<file path="src/rtl/regfile_wb_arbiter.sv">
// regfile_wb_arbiter
// Shares the single register-file write port between ALU results and memory
// loads. Round-robin priority per cycle. The memory side may lock the port
// for a burst. A lock that keeps the ALU waiting too long is broken.
// The winning write is registered one cycle later as wb_en/wb_dest/wb_data.
module regfile_wb_arbiter #(
   parameter int DATA_W      = 16,
   parameter int MAX_LOCK    = 8,
   parameter bit ZERO_REG_WE = 1'b1
) (
   input  logic              clk,
   input  logic              reset_n,
   input  logic              alu_valid,
   input  logic [3:0]        alu_dest,
   input  logic [DATA_W-1:0] alu_data,
   output logic              alu_ready,
   input  logic              mem_valid,
   input  logic [3:0]        mem_dest,
   input  logic [DATA_W-1:0] mem_data,
   input  logic              mem_lock,
   output logic              mem_ready,
   input  logic              flush,
   output logic              wb_en,
   output logic [3:0]        wb_dest,
   output logic [DATA_W-1:0] wb_data,
   output logic              lock_abort
);

   typedef enum logic [1:0] {
      PRI_MEM  = 2'd0,
      PRI_ALU  = 2'd1,
      LOCK_MEM = 2'd2
   } state_t;

   localparam int CNT_W = $clog2(MAX_LOCK + 1);
   localparam logic [CNT_W-1:0] LAST_BLOCK = CNT_W'(MAX_LOCK - 1);

   state_t              state, state_nxt;
   logic [CNT_W-1:0]    starve_cnt, starve_cnt_nxt;
   logic                grant_alu, grant_mem, lock_break;
   logic                xfer, write_ok;
   logic [3:0]          sel_dest;
   logic [DATA_W-1:0]   sel_data;

   // Grant decision, next state and starvation bookkeeping.
   always_comb begin
      // NOTE: every signal gets a default first so no path can infer a latch.
      grant_alu      = 1'b0;
      grant_mem      = 1'b0;
      lock_break     = 1'b0;
      state_nxt      = state;
      starve_cnt_nxt = starve_cnt;

      if (flush) begin
         state_nxt      = PRI_MEM;
         starve_cnt_nxt = '0;
      end else begin
         unique case (state)
            PRI_MEM: begin
               grant_mem = mem_valid;
               grant_alu = alu_valid && !mem_valid;
            end
            PRI_ALU: begin
               grant_alu = alu_valid;
               grant_mem = mem_valid && !alu_valid;
            end
            LOCK_MEM: begin
               // The ALU has waited long enough: the lock is dropped and this cycle is idle.
               if (alu_valid && (starve_cnt == LAST_BLOCK)) lock_break = 1'b1;
               else                                        grant_mem  = mem_valid;
            end
            default: ;
         endcase

         if (lock_break)     state_nxt = PRI_ALU;
         else if (grant_mem) state_nxt = mem_lock ? LOCK_MEM : PRI_ALU;
         else if (grant_alu) state_nxt = PRI_MEM;

         if (state_nxt != LOCK_MEM)                  starve_cnt_nxt = '0;
         else if (state == LOCK_MEM && alu_valid)    starve_cnt_nxt = starve_cnt + CNT_W'(1);
      end
   end

   // Winning request, and whether its destination may actually be written.
   always_comb begin
      xfer     = grant_alu || grant_mem;
      sel_dest = grant_alu ? alu_dest : mem_dest;
      sel_data = grant_alu ? alu_data : mem_data;
      write_ok = ZERO_REG_WE || (sel_dest != 4'd0);
   end

   assign alu_ready = grant_alu;
   assign mem_ready = grant_mem;

   // Arbiter state register.
   always_ff @(posedge clk or negedge reset_n) begin
      if (!reset_n) begin
         state      <= PRI_MEM;
         starve_cnt <= '0;
      end else begin
         // NOTE: non-blocking assignments so all flops update from the same pre-edge values.
         state      <= state_nxt;
         starve_cnt <= starve_cnt_nxt;
      end
   end

   // Writeback register: one-cycle-late write strobe; dest/data hold when idle.
   always_ff @(posedge clk or negedge reset_n) begin
      if (!reset_n) begin
         wb_en      <= 1'b0;
         wb_dest    <= '0;
         wb_data    <= '0;
         lock_abort <= 1'b0;
      end else begin
         wb_en      <= xfer && write_ok;
         lock_abort <= lock_break;
         if (xfer) begin
            wb_dest <= sel_dest;
            wb_data <= sel_data;
         end
      end
   end

endmodule

</file>
<file path="config.mk">
export PLATFORM = sky130hd
export DESIGN_NAME = regfile_wb_arbiter
export DESIGN_NICKNAME = d
export VERILOG_FILES = /design/src/rtl/regfile_wb_arbiter.sv
export SDC_FILE = /design/constraint.sdc
export NUM_CORES = 1
export LEC_CHECK = 0
export ABC_AREA = 1
export CAP_MARGIN = 20
export CORE_MARGIN = 2
export CORE_UTILIZATION = 37
export CTS_CLUSTER_SIZE = 12
export DETAILED_ROUTE_END_ITERATION = 8
export PLACE_DENSITY = 0.76
export SYNTH_ARGS = -nofsm -noshare
export SYNTH_HDL_FRONTEND = slang
export SYNTH_SLANG_ARGS = --single-unit
</file>
<file path="constraint.sdc">
create_clock -name clk -period 1.6 [get_ports clk]
set_input_delay 0.4 -clock clk [delete_from_list [all_inputs] [get_ports clk]]
set_output_delay 0.4 -clock clk [all_outputs]
set_load 0.03 [all_outputs]
</file>
Yosys cells after proc, flatten, opt, wreduce, memory -nomap -nowiden. Cells that the tools add are included.

Bits in latches: 0. ROM bits: 0. Memory bits (writable): 0. Memories: 0. Output and inout port bits: 24. Logic and storage cells: 42. Register bits after elaboration: 28.

Add/subtract/negate cells: 1. Eq/ne operators: 4. Multipliers: 0. Order comparisons: 0. Bitwise gates (word level): 0. Mux-type cells: 22. Divide/modulo/power cells: 0. Shift operators: 0. Reduce and logical (&&, ||, !) cells: 9.

Operators by type and width (count): 16-bit 2-to-1 mux (1); 4-bit 2-to-1 mux (4); 2-bit 2-to-1 mux (6); 1-bit 2-to-1 mux (9); 4-bit by 1-bit adder with 4-bit output, second input constant (1); 4-bit by 3-bit == test with 1-bit output, second input constant (1); 1-bit logical AND (4); 1-bit case mux with 3 select lines (1); 3-bit nonzero test (1); 2-bit by 1-bit == test with 1-bit output, second input constant (1); 2-bit == test, second input constant (1); 1-bit zero test (2); 2-bit zero test (1); 2-bit != test, second input constant (1); 1-bit case mux with 2 select lines (1); 1-bit logical OR (1).

Longest topological paths before layout. Gate-level depths: netlist of the first run.

Depth after elaboration: 11. Gate-level depth with buffers: 9.

Least setup slack after synthesis of the first run. No wires, ideal clock.

Kind: register to output. From: register starve_cnt[0]. To: output port mem_ready. Buffers on the path: 1. Arrival: 1.396 ns. Slack: -0.196 ns. Cell stages (with the launch flop): 7. Path through: dfrtp_1 ha_1 nand3_1 nand2_1 or2_4 buf_2 inv_1.

Word-level cells in the longest chain between the ends: 6.

Ends and longest elaborated chain: start, declared (line 39) `logic [CNT_W-1:0] starve_cnt, starve_cnt_nxt;`; start signal, assigned (line 103) `starve_cnt <= starve_cnt_nxt;`; 4-bit by 3-bit == test with 1-bit output (line 69) `if (alu_valid && (starve_cnt == LAST_BLOCK)) lock_break = 1'b1;`; 1-bit logical AND (line 69); 1-bit 2-to-1 mux (line 69); 1-bit case mux with 3 select lines (line 58) `unique case (state)`; 1-bit 2-to-1 mux (2 in a row) (line 54) `if (flush) begin`; end, declared (line 21) `output logic mem_ready,`.

No other way between the ends. The select of a mux whose other input is x is not followed.

Final worst setup path of the first run.
From: register state[1]. To: output port mem_ready.

Word-level cells in the longest chain between the ends: 4.

Ends and longest elaborated chain: start, declared (line 38) `state_t state, state_nxt;`; start signal, assigned (line 102) `state <= state_nxt;`; 2-bit == test, or another cell as far along (line 58); 1-bit case mux with 3 select lines * (line 58); 1-bit 2-to-1 mux * (2 in a row) (line 54).

Mark *: on every way between the ends. The rest lies on a longest branch, timed or not. The select of a mux whose other input is x is not followed.

==> results of run 1 <==
[power by group through the flow]
stage	clock network (W)	registers, W	logic, W
5_1_grt	0.000419	0.000877	0.000882
6_report	0.000379	0.000865	0.000821
3_5_place_dp	0	0.000881	0.000799
2_1_floorplan	0	0.00107	0.000216
3_3_place_gp	0	0.000879	0.000791
4_1_cts	0.000381	0.000863	0.000795
[cell usage after synthesis]
master and count:
nand4_1 1, or2_4 1, nand3_1 23, o21a_1 1
nand2_4 1, a21oi_1 1, nand3_2 1, buf_1 2
nand2_1 116, buf_6 2, dfrtp_1 28, nor2_2 1
nor2_1 11, xnor2_1 1, buf_2 5, xor2_1 2
clkbuf_1 1, ha_1 1, inv_1 9
[path summary, 6_finish.rpt]
check | endpoint | cells past startpoint | slack (ns) | startpoint
worst min register to register | wb_data[11]$_DFFE_PN0P_ | 2 | 0.51 | wb_data[11]$_DFFE_PN0P_
worst max register to register | starve_cnt[0]$_DFFE_PN0P_ | 13 | -0.19 | state[1]$_DFF_PN0_
worst min-delay path | wb_data[15]$_DFFE_PN0P_ | 2 | 0.51 | reset_n
min in group clk | wb_data[11]$_DFFE_PN0P_ | 2 | 0.51 | wb_data[11]$_DFFE_PN0P_
max in group asynchronous | wb_data[7]$_DFFE_PN0P_ | 2 | 0.83 | reset_n
worst max-delay path | mem_ready | 7 | -0.27 | state[1]$_DFF_PN0_
[registers in the layout, summed over array words and instances, names as in the netlist]
register and cells:
wb_data 16, wb_dest 4, lock_abort 1, starve_cnt 4, state 2, wb_en 1
[layout make-up]
| class | count | area (sq um) | area share [%] |
|---|---|---|---|
| timing repair buffer | 97 | 908 | 35.4 |
| inverter | 9 | 41.3 | 1.61 |
| clock buffer | 3 | 41.3 | 1.61 |
| tap | 48 | 60.1 | 2.34 |
| multi-input combinational | 164 | 813 | 31.7 |
| sequential | 28 | 701 | 27.3 |
[layer usage]
| metal | routed length [microns] | share of wire [%] |
|---|---|---|
| met1 | 1820 | 41 |
| met2 | 2410 | 54 |
| met3 | 178 | 4.0 |
| met4 | 82 | 1.8 |
| met5 | 0 | 0 |
[critical path, delay by kind of cell, from the launching register on]
kind	cells	cell delay, ns
and+or+nand+nor	5	0.61
buffers and inverters	2	0.16
DFF	1	0.43
[cell families after synthesis]
kind of cell	count (synthesis)	share of synthesized area, %
AND/OR/NAND/NOR	155	42.9
flip-flops	28	47.4
buffers and inverters	19	6.26
XOR/XNOR	3	1.78
AO/OA/AOI/OAI	2	0.846
adder cells (fa/ha/maj)	1	0.846
[stage by stage]
step                hold slack [ns]  total power [W]
finish                        0.507          0.00207
global route                  0.540          0.00218
detailed placement            0.493          0.00168
floorplan                     0.104          0.00129
global placement              0.489          0.00167
CTS                           0.511          0.00204
[timing repair]
| item | 4_1_cts | 5_1_grt |
|---|---|---|
| pin swaps | 6 | 12 |
| endpoints found under the setup margin | 45 | 29 |
| cloned | 3 | 0 |
| buffers inserted | 10 | 3 |
| resized for setup | 39 | 16 |
==> impl_metrics.tcl, run 1 <==
set metrics [dict create \
    post_synth_instance_area_sq_um 1480 \
    grtUsageTotal_pct 19.3 \
    grt_pass1_vias 1462 \
    combPwrFrac_pct 39.8 \
    setup_total_negative_slack_ns -1.53 \
    grt_busiest_layer "met2" \
    final-hold-violation-count 0 \
    gp_congestion 0.755 \
    slew_viols_final 0 \
    synthToLayoutAreaGrowth_pct 73.4 \
    drt_wl_total_microns 4490 \
    rsz0062_at_grt "true" \
    floorplan.io_pins 70 \
    synth_net_count 255 \
    grt.met2_usage_pct 33.7 \
    worstSetupEndpointType "output port" \
    grt_first_pass_wirelength_microns 6580 \
    layoutNonFillerInstCount 349 \
    detail_route.vias_per_cell 4.60 \
    finalWorstSetupSlack_ns -0.275 \
    detail_route.iter0.violations 67 \
    layout-drive-gt1-share_pct 18.6 \
    vdd_drop_max_mv 0.405 \
    p_leak_nw 1.36 \
    hold_path_class "input port to async pin" \
    port_buffers 69 \
    critPathMaxStageDelay_ns 0.43 \
    number_of_antenna_violations_at_the_first_check_in_global_routing 0 \
    tightest_slew_ns 0.358 \
    cts_tree "built" \
    place.detailed.instances 330 \
    drt_pre_antenna_iters 4 \
    finalSetupViolations 9 \
    synth.area.top_cells "dfrtp_1 47%, nand2_1 29%, nand3_1 7.8%" \
    dieWidth_microns 67.2 \
    synth_top_area_share_pct 47.4 \
    cts.sinks 28 \
    timing.critical_path.fanout_max 3 \
    switching_power_w 0.000745 \
    synthesis.yosys.warnings 0 \
    post-route-util_pct 68.5 \
    htreeDepth 1 \
    synth.yosys.seq_area_share_pct 47.4 \
    row_count 22 \
    pre_cts_slack_ns -0.435 \
    cp_slowest_cell "dfrtp_1" \
    die_height_microns 67.2 \
    cts_buffer_depth 2 \
    ys_seq_elements 28 \
    floorplan.initialDensity_pct 39.5 \
    drt-wirelength-per-cell_microns 12.9 \
    power.density_cell_area_nw_per_um2 805 \
    globalRouteOverflowTotal 0 \
    slew_headroom_pct 76.2 \
    grt_start_max_net_pins 32 \
    placed_area_sq_um 2300 \
    violations "setup timing" \
    cell_at_the_root_of_the_clock_tree "clkbuf_8" \
    p_sw_share_pct 36.1 \
    core_sq_um 3740 \
    power.clock.fraction_pct 18.4 \
    distinct_cell_type_count_of_the_synthesized_netlist 19 \
    cp_common_cell "nand2_2" \
    path_class "register to output port" \
    num_cts_buffers 3 \
    period_share_pct 117 \
    max_cap_viol_count 0 \
    postSynthCellCount 208 \
    cp_cell_sequence "nand2_2, nand2_2, nor2_4, nand2_2, or2_4, inv_8, buf_6" \
    status "finished with violations" \
    worstSkewPairLatency_ns 0.27 \
    diodes 0 \
    intPower_w 0.00132 \
    layout.nets 350 \
    holdBufCountCts 0 \
    grt_met1_usage_pct 24.4 \
    die-area_sq_um 4520 \
    routed_vias 1604 \
    period_needed_ns 1.87 \
    fillers 319 \
    hpwl_microns 2840 \
    globalRouteMet3Util_pct 2.67 \
    worstSetupStartpointType "register" \
    mostFrequentLayoutCells "109 x nand2_1, 42 x clkdlybuf4s50_1, 28 x dfrtp_1" \
    critical_path_required_ns 1.20 \
    finalClockSkew_ns 0.00273 \
    post-route-drc-count 0 \
    final_common_cell "nand2_1" \
    synth_top_cell_by_area "dfrtp_1" \
    drtAntennaViolNets 0 \
    fmax_ghz 0.533 \
    layout.cell_area.non_filler_sq_um 2560 \
    clk_pin_slew_ns 0.09 \
    crit_arrival_ns 1.47 \
    seq_power_share_pct 41.9 \
    synthesis.area_per_instance_sq_um 7.11 \
]
Note: power is estimated with default switching activity, not from simulation.
==> inputs of run 2 (changes only) <==
Settings changed: HOLD_SLACK_MARGIN set to 0.02.
==> results of run 2 <==
No change in the layout: final DEF, timing and power equal those of run 1.
==> inputs of run 3 (changes only) <==
Settings changed: CORE_UTILIZATION 37 to 38, CTS_BUF_LIST set to sky130_fd_sc_hd__clkbuf_4, PLACE_DENSITY 0.76 to 0.78.
==> run 3 against run 2 <==
The flow still finishes with violations (setup timing). Routed wire length up 6.5%. Sequential power down 0.5%. Critical path depth is the same. Global-route usage up 1.2 points. Non-clock buffer count is 5 higher. Combinational power increased by 4.5%. Clock power decreased by 21%. Largest cell class unchanged. Largest power group unchanged. Highest routed layer unchanged.
==> impl_metrics.tcl, run 3 (synthesized netlist as in run 1, its figures left out) <==
set metrics [dict create \
    status "finished with violations" \
    violations "setup timing" \
    die-area_sq_um 4410 \
    hold_path_class "input port to async pin" \
    final_common_cell "nand2_1" \
    crit_arrival_ns 1.60 \
    cts_buffer_depth 2 \
    dieWidth_microns 66.4 \
    hpwl_microns 2730 \
    detail_route.vias_per_cell 4.75 \
    layoutNonFillerInstCount 355 \
    layout-drive-gt1-share_pct 22.8 \
    p_leak_nw 1.39 \
    detail_route.iter0.violations 70 \
    layout.nets 355 \
    mostFrequentLayoutCells "99 x nand2_1, 42 x clkdlybuf4s50_1, 28 x dfrtp_1" \
    worstSetupEndpointType "output port" \
    seq_power_share_pct 42.6 \
    cts.sinks 28 \
    grt_first_pass_wirelength_microns 6870 \
    grt_pass1_vias 1551 \
    die_height_microns 66.4 \
    finalSetupViolations 29 \
    gp_congestion 0.793 \
    intPower_w 0.00126 \
    number_of_antenna_violations_at_the_first_check_in_global_routing 0 \
    num_cts_buffers 3 \
    combPwrFrac_pct 42.5 \
    core_sq_um 3690 \
    htreeDepth 1 \
    cts_tree "built" \
    layout_top_registers "wb_data: 16 flops, starve_cnt: 4 flops, wb_dest: 4 flops" \
    timing.critical_path.from "state[0]$_DFF_PN0_" \
    tightest_slew_ns 0.353 \
    register_containing_the_most_flip_flops_in_the_final_layout "wb_data" \
    grtUsageTotal_pct 20.5 \
    finalWorstSetupSlack_ns -0.395 \
    port_buffers 69 \
    crit_reg_reg_startpoint "state[0]$_DFF_PN0_" \
    p_sw_share_pct 37.5 \
    floorplan.io_pins 70 \
    cell_at_the_root_of_the_clock_tree "clkbuf_4" \
    finalClockSkew_ns 0.00590 \
    period_share_pct 125 \
    diodes 0 \
    fmax_ghz 0.501 \
    timing.critical_path.fanout_max 3 \
    drtAntennaViolNets 0 \
    path_class "register to output port" \
    drt-wirelength-per-cell_microns 13.5 \
    drt_pre_antenna_iters 4 \
    drt_wl_total_microns 4790 \
    period_needed_ns 2.00 \
    final-hold-violation-count 0 \
    grt_start_max_net_pins 29 \
    worstSkewPairLatency_ns 0.34 \
    vdd_drop_max_mv 0.350 \
    rsz0062_at_grt "true" \
    timing.hold.ws_ns 0.413 \
    power_w 0.00202 \
    row_count 22 \
    max_cap_viol_count 0 \
    routed_vias 1686 \
    floorplan.initialDensity_pct 40.1 \
    post-route-drc-count 0 \
    globalRouteOverflowTotal 0 \
    clk_pin_slew_ns 0.15 \
    synthToLayoutAreaGrowth_pct 77.6 \
    largest_register_ff_count 16 \
    critical_path_required_ns 1.20 \
    holdBufCountCts 0 \
    power.clock.fraction_pct 14.9 \
    switching_power_w 0.000757 \
    power.density_cell_area_nw_per_um2 769 \
    slew_viols_final 0 \
    place.detailed.instances 330 \
    worstSetupStartpointType "register" \
    slew_headroom_pct 76.5 \
]
[run 3: changes by cell type in the layout (fill, tap and decap cells not counted), moves of 3 or more]
cell / previous run / this run
nand2_2: 7 / 17
clkbuf_8: 3 / 0
nand2_1: 109 / 99
clkbuf_4: 0 / 3
buf_4: 23 / 26
[run 3: through the flow]
stage	instance area [sq um]	TNS, ns	util, %	setup slack [ns]
floorplan	1500	0	-	0.00427
global placement	2300	-9.45	62.2	-0.423
detailed placement	2300	-10.17	62.2	-0.461
CTS	2450	-0.895	66.5	-0.334
global route	2630	-7.09	71.2	-0.460
finish	2630	-4.98	71.2	-0.395
[run 3: routing by layer]
| metal | global-route usage (%) | wire [microns] | up-vias |
|---|---|---|---|
| li1 | - | - | 840 |
| met1 | 25.1 | 1920 | 789 |
| met2 | 37.5 | 2540 | 48 |
| met3 | 2.21 | 213 | 9 |
| met4 | 6.38 | 112 | 0 |
| met5 | 0 | 0 | - |
[run 3: critical path: stages (launching register included)]
cell,delay (ns)
dfrtp_1,0.44
nand2_1,0.11
inv_2,0.06
nor2_4,0.12
nand2_2,0.07
or2_4,0.29
inv_8,0.05
buf_6,0.12
[run 3: power groups by stage]
stage / sequential [W] / clock [W] / combinational (W)
4_1_cts: 0.000857 / 0.000306 / 0.000792
5_1_grt: 0.000873 / 0.000330 / 0.000918
3_5_place_dp: 0.000876 / 0 / 0.000803
6_report: 0.000861 / 0.000301 / 0.000858
3_3_place_gp: 0.000874 / 0 / 0.000794
2_1_floorplan: 0.00107 / 0 / 0.000216
[run 3: worst paths after layout]
| path | slack [ns] | cells past startpoint | end |
|---|---|---|---|
| worst max-delay path | -0.40 | 7 | mem_ready |
| worst min-delay path | 0.41 | 2 | wb_data[4]$_DFFE_PN0P_ |
| worst max register to register | -0.30 | 13 | starve_cnt[3]$_DFFE_PN0P_ |
| worst min register to register | 0.52 | 2 | wb_data[2]$_DFFE_PN0P_ |
| max in group asynchronous | 0.92 | 2 | wb_dest[2]$_DFFE_PN0P_ |
| min in group clk | 0.52 | 2 | wb_data[2]$_DFFE_PN0P_ |
[run 3: what timing repair did]
item	4_1_cts	5_1_grt
cloned	3	1
setup buffers	12	8
endpoints found under the setup margin	44	29
hold endpoints to repair	0	0
resized for setup	35	31
pin swaps	9	14
[run 3: final cells by class]
type                    instances  area (sq um)
clock buffers                   3          22.5
clock inverters                 1          3.75
fillers                       294          1060
inverters                       9          41.3
multi-input cells             164           822
flip-flops and latches         28           701
well taps                      48          60.1
repair buffers                102           976
==> variant (config.mk and constraints of run 2) <==
The parameter `DATA_W` goes from 16 to 32.
--- a/src/rtl/regfile_wb_arbiter.sv
+++ b/src/rtl/regfile_wb_arbiter.sv
@@ -5,5 +5,5 @@
 // The winning write is registered one cycle later as wb_en/wb_dest/wb_data.
 module regfile_wb_arbiter #(
-   parameter int DATA_W      = 16,
+   parameter int DATA_W      = 32,
    parameter int MAX_LOCK    = 8,
    parameter bit ZERO_REG_WE = 1'b1
Interface: changed (resized alu_data, mem_data and wb_data); port bits go from 70 to 118. The function was not compared with the original's and may differ.
==> variant against run 2 <==
The flow still finishes with violations (setup timing). Count of clock-buffer cells in the layout up 4. Sequential share of layout area down 1.6 points. Total power up 82%. Global-route usage up 1.8 points. Area after synthesis up 61%. Non-clock buffer count up 80. Sequential cell count up 16. Worst setup slack worse by 0.14 ns. Final area up 67%. Core utilization down 0.37 points. Combinational power up 77%. Routed wire length up 67%. Critical path type unchanged. Largest cell class unchanged. Largest power group is now combinational cells.
==> variant: results (changes against run 2) <==
[timing]
setup_viol = 45  ; was 9
fin_skew_ns = 0.00709  ; was 0.00273 ns
final.setup.worst_slack_ns = -0.416  ; was -0.275 ns
tightestPinTransition_ns = 0.349  ; was 0.358 ns

[placement]
port_buffers = 117  ; was 69
dp_slack_ns = -0.465  ; was -0.435 ns
placed_cell_area_um2 = 3770  ; was 2300 um^2
place_congestion = 0.747  ; was 0.755
hpwl_um = 5070  ; was 2840 um

[global_route]
use_met3 = 0.0531  ; was 0.0267
grt_pass1_vias = 2663  ; was 1462

[finish]
drive_above_1_share = 0.232  ; was 0.186
reg_top3 = wb_data: 32 flops, starve_cnt: 4 flops, wb_dest: 4 flops  ; was wb_data: 16 flops, starve_cnt: 4 flops, wb_dest: 4 flops
fin_nets = 573  ; was 350

[power_and_ir_drop]
power.internal_w = 0.00247  ; was 0.00132 W
power_switching_w = 0.00130  ; was 0.000745 W
peakVddDrop_mv = 0.466  ; was 0.405 mV

[min_path]
hold_path.class = register to register  ; was primary input to async pin

[run_status]
status = finished, violations left  ; unchanged
failed_checks = setup timing  ; unchanged

[yosys]
syn-num-nets = 407  ; was 255
synth_area_leaders = dfrtp_1, nand2_1, nand3_1  ; unchanged

[cts]
cts_hold_buf = 1  ; was 0
clock_latency_ns = 0.30  ; was 0.27 ns

[detailed_routing]
routedWlPerCell_um = 13.1  ; was 12.9 um
wl_met2_um = 3780  ; was 2410 um
drt_wl_total_um = 7500  ; was 4490 um
drtIter0Drc = 71  ; was 67
via_per_inst = 4.71  ; was 4.60

[setup_path]
reg2reg_slack_ns = -0.31  ; was -0.19 ns
worstReg2RegStart = state[0]$_DFF_PN0_  ; was state[1]$_DFF_PN0_

variant: changes by cell type after synthesis:
| cell | delta |
|---|---|
| buf_1 | -2 |
| buf_2 | +4 |
| buf_6 | +5 |
| clkbuf_1 | +1 |
| dfrtp_1 | +16 |
| inv_1 | -1 |
| inv_2 | +1 |
| nand2_1 | +80 |
| nand3_1 | +7 |
| nand3_2 | +9 |
variant: cells by family (layout without fill, tap and decap cells):
family,Yosys count,count (layout),synth area share
flip-flops,44,44,0.463
AO/OA/AOI/OAI,2,2,0.00526
buffers and inverters,27,194,0.0695
adder cells (fa/ha/maj),1,1,0.00526
XOR/XNOR,3,3,0.0111
AND/OR/NAND/NOR,251,251,0.446
variant: layout make-up:
type	count	area, um^2	share of cell area
sequential	44	1100	0.257
multi-input combinational	257	1240	0.290
clock inverter	1	30.0	0.00702
inverter	9	40.0	0.00936
clock buffer	7	96.3	0.0225
tap	77	96.3	0.0225
timing repair buffer	177	1680	0.392
